[src/rtl/input_sync_debounce.sv]
// Synchronizes async_in into clk and accepts a new level once it persists for DEBOUNCE_CYCLES enabled cycles.
// Step-to-s_out latency is SYNC_STAGES+DEBOUNCE_CYCLES edges. There is no backpressure, and all outputs are registered.
module input_sync_debounce #(
  parameter int SYNC_STAGES     = 2,
  parameter int DEBOUNCE_CYCLES = 4,
  parameter int GLITCH_W        = 8
) (
  input  logic                clk,
  input  logic                resetn,
  input  logic                async_in,
  input  logic                enable,
  input  logic                clear_glitch,
  output logic                s_out,
  output logic                rise_pulse,
  output logic                fall_pulse,
  output logic [GLITCH_W-1:0] glitch_count
);

  localparam int                  CNT_W      = $clog2(DEBOUNCE_CYCLES + 1);
  localparam logic [CNT_W-1:0]    CNT_LAST   = CNT_W'(DEBOUNCE_CYCLES - 1);
  localparam logic [GLITCH_W-1:0] GLITCH_MAX = '1;

  logic [SYNC_STAGES-1:0] sync_q;
  logic                   s_sync;
  logic [CNT_W-1:0]       cnt;
  logic [CNT_W-1:0]       cnt_nxt;
  logic                   differ;
  logic                   accept;
  logic                   glitch;

  always_ff @(posedge clk or negedge resetn) begin
    if (!resetn) begin
      sync_q <= '0;
    end else begin
      sync_q <= {sync_q[SYNC_STAGES-2:0], async_in};
    end
  end

  assign s_sync = sync_q[SYNC_STAGES-1];

  // A glitch is a pending transition abandoned before it reached the accept threshold.
  always_comb begin
    differ  = (s_sync != s_out);
    accept  = enable && differ && (cnt == CNT_LAST);
    glitch  = enable && !differ && (cnt != '0);
    cnt_nxt = cnt;
    if (!enable || !differ || accept) begin
      cnt_nxt = '0;
    end else begin
      cnt_nxt = cnt + CNT_W'(1);
    end
  end

  always_ff @(posedge clk or negedge resetn) begin
    if (!resetn) begin
      cnt        <= '0;
      s_out      <= 1'b0;
      rise_pulse <= 1'b0;
      fall_pulse <= 1'b0;
    end else begin
      cnt        <= cnt_nxt;
      rise_pulse <= accept && s_sync;
      fall_pulse <= accept && !s_sync;
      if (accept) begin
        s_out <= s_sync;
      end
    end
  end

  always_ff @(posedge clk or negedge resetn) begin
    if (!resetn) begin
      glitch_count <= '0;
    end else if (clear_glitch) begin
      glitch_count <= '0;
    end else if (glitch && (glitch_count != GLITCH_MAX)) begin
      glitch_count <= glitch_count + GLITCH_W'(1);
    end
  end

endmodule

[config.mk]
export PLATFORM = sky130hd
export DESIGN_NAME = input_sync_debounce
export DESIGN_NICKNAME = d
export VERILOG_FILES = /design/src/rtl/input_sync_debounce.sv
export SDC_FILE = /design/constraint.sdc
export NUM_CORES = 1
export LEC_CHECK = 0
export CAP_MARGIN = 15
export CELL_PAD_IN_SITES_DETAIL_PLACEMENT = 0
export CELL_PAD_IN_SITES_GLOBAL_PLACEMENT = 1
export CORE_UTILIZATION = 38
export DETAILED_ROUTE_END_ITERATION = 7
export PLACE_DENSITY = 0.83
export SETUP_SLACK_MARGIN = 0.05
export SLEW_MARGIN = 5
export SYNTH_ARGS = -nofsm -noshare
export SYNTH_HDL_FRONTEND = slang
export SYNTH_SLANG_ARGS = --single-unit
[constraint.sdc]
create_clock -name clk -period 2.05 [get_ports clk]
set_clock_uncertainty 0.2 [all_clocks]
set_input_delay 0.41 -clock clk [delete_from_list [all_inputs] [get_ports clk]]
set_output_delay 0.41 -clock clk [all_outputs]
set_load 0.02 [all_outputs]
==> flow_summary.json <==
{
  "synth_area_leaders": "dfrtp_1 51%, ha_1 8.0%, o2111ai_4 3.4%, nand3_1 2.6%, inv_1 2.4%",
  "clk-insertion-delay-late_ns": 0.27,
  "hold_ws_ns": 0.160,
  "r2r_slack_ns": 0.16,
  "crit_family": "buffers and inverters",
  "drive_gt1_frac": 0.207,
  "die_h_um": 47.4,
  "hp-start": "sync_q[0]",
  "cts_tree": "yes",
  "synth_ff_type": "dfrtp_1",
  "grt_pass1_vias": 500,
  "dp_hpwl_um": 929,
  "slowest_delay_ns": 0.62,
  "min_period_ns": 1.91,
  "route.detailed.drc": 0,
  "wirelength_um": 1230,
  "met1_usage": 0.195,
  "grt_usage": 0.136,
  "synth_top_area_cell": "dfrtp_1",
  "r2r_cells": 5,
  "h-tree-depth": 1,
  "max-vdd-ir-drop_uv": 556,
  "setup_viol": 0,
  "setup.worst_path.start_class": "flip-flop",
  "viasPerCell": 4.98,
  "drtIter0Drc": 9,
  "placed_cells": 113,
  "synth_nets": 78,
  "hold_buffers": 0,
  "dpl_cell_area_sq_um": 992,
  "synth_edf_count": 0,
  "cp.arrival_ns": 1.30,
  "grt.busiest_layer": "met2",
  "syn_to_final_growth_pct": 34.9,
  "ant_nets": 0,
  "wl_per_cell_um": 10.4,
  "reg2reg_from": "glitch_count[1]",
  "hold_depth": 0,
  "vias": 593,
  "ios": 16,
  "required_ns": 1.44,
  "numCtsBuffers": 3,
  "antenna_cells": 0,
  "fin_total_pwr_w": 0.000651,
  "grt_first_pass_wirelength_um": 2100,
  "initial_core_util": 0.403,
  "cp_slowest_cell": "clkdlybuf4s50_1",
  "yosysTopAreaCellShare": 0.512,
  "slew_headroom": 0.809,
  "drv_cap": 0,
  "clk_path_buf_depth": 2,
  "firstDrtPassIters": 4,
  "path_clk_slew_ns": 0.09,
  "dieArea_sq_um": 2240,
  "synth_seq_cells": 16,
  "avgSynthCellArea_sq_um": 11.5,
  "nets": 103,
  "worstMarginPinSlew_ns": 0.285,
  "crit_path_end_kind": "primary output",
  "met3_usage": 0.0346,
  "hold_viol": 0,
  "place_congestion": 0.717,
  "p_leak_nw": 0.549,
  "io_buffer_count": 15,
  "syn_inst": 68,
  "gr-usage-met2": 0.197,
  "hold_end": "sync_q[1]",
  "yosys_warnings": 0,
  "yosysMostFrequentCell": "dfrtp_1",
  "rsz0062_at_grt": "false",
  "synth_cell_types": 30,
  "antenna_found_initial": 0,
  "rows": 16,
  "cts-root-buf": "clkbuf_4",
  "hp-class": "reg -> reg",
  "grt_overflow": 0,
  "crit_type": "reg -> out",
  "path_cells": "clkdlybuf4s50_1",
  "p_per_area_nw_per_um2": 617,
  "timing.fmax_mhz": 523,
  "grt_max_degree": 17,
  "post-route-period-util": 0.933,
  "status": "finished clean",
  "core-area_sq_um": 1940,
  "worst-path-buf-inv": 1,
  "die_w_um": 47.4,
  "critPathMaxFanout": 5,
  "synth_commonest_cells": "16 x dfrtp_1, 5 x ha_1, 5 x inv_1, 5 x nor2_1, 4 x nand3_1",
  "stdcell_count": 119,
  "fin_area_sq_um": 1050,
  "rr_endpoint": "glitch_count[7]",
  "maxSlewViolCount": 0,
  "syn_area_sq_um": 782,
  "ys_seq_area_frac": 0.512,
  "async_flop_share": 1.00,
  "clkSinkCount": 16
}
## cells by family (layout without fill, tap and decap cells)
logic type	count (synthesis)	in the layout	synth area share
fa+ha+maj	5	5	0.0800
buf+inv	6	30	0.0288
flops	16	16	0.512
xor+xnor	2	2	0.0320
mux	2	2	0.0272
simple gates	24	24	0.184
compound gates	13	13	0.136
## worst reg2reg max path: stages, from the launching register on
cell	delay, ns
dfrtp_1	0.42
ha_1	0.21
nand3_1	0.13
o2111ai_4	0.18
or4_1	0.53
a21oi_1	0.15
## layer usage
metal  up-vias  share of wire  routed length [um]
li1        297              -                   -
met1       281           0.50                 622
met2        13           0.44                 543
met3         2          0.043                  53
met4         0          0.011                  13
met5         -              0                   0
## what timing repair did
item,in CTS,in global routing
gates resized for setup,1,5
setup endpoints to repair,1,7
buffers inserted,0,2
## flip-flops by register name, indices dropped and copies added, names as in the netlist
signal        flops
fall_pulse        1
cnt               3
sync_q            2
rise_pulse        1
glitch_count      8
s_out             1
## worst max-delay path by stage
stage	start	end	slack [ns]	cells after the start
detailed placement	enable	glitch_count[7]	-0.04	4
CTS	glitch_count[4]	glitch_count[4]	0.05	1
floorplan	glitch_count[0]	glitch_count[7]	0.08	5
finish	glitch_count[7]	glitch_count[7]	0.14	1
global placement	enable	glitch_count[7]	-0.02	4
global route	glitch_count[1]	glitch_count[7]	0.05	5
## report_power, final
group / internal [W] / switching (W) / leakage, nW
Clock: 0.000108 / 0.0000935 / 0.0210
Sequential: 0.000330 / 0.0000134 / 0.217
Combinational: 0.0000530 / 0.0000534 / 0.311
Total: 0.000490 / 0.000160 / 0.549
## per-stage QoR
| step | setup TNS [ns] | setup WS (ns) | util |
|---|---|---|---|
| final | 0 | 0.138 | 0.543 |
| after global routing | 0 | 0.0548 | 0.543 |
| after CTS | 0 | 0.0540 | 0.529 |
| after detailed placement | -0.0396 | -0.0396 | 0.511 |
| after global placement | -0.0212 | -0.0212 | 0.511 |
| after floorplan | 0 | 0.0751 | - |
## layout by cell type, fill, tap and decap left out, types with 2 or more instances in the layout
master / instances
inv_1: 5
o21ai_0: 2
nor3b_1: 2
buf_4: 6
a21oi_1: 3
a31oi_1: 2
and3_1: 2
clkdlybuf4s50_1: 9
clkbuf_4: 3
nand2_1: 2
or3_2: 2
nor2_1: 5
ha_1: 5
nand3_1: 4
dfrtp_1: 16
dlymetal6s2s_1: 5
## layout make-up
class | instances | area (sq um)
clock buffers | 4 | 36.3
fillers | 184 | 887
inverters | 5 | 18.8
multi-input cells | 46 | 359
flip-flops and latches | 16 | 400
well taps | 27 | 33.8
repair buffers | 21 | 206
Power figures use the tool's default switching activity.
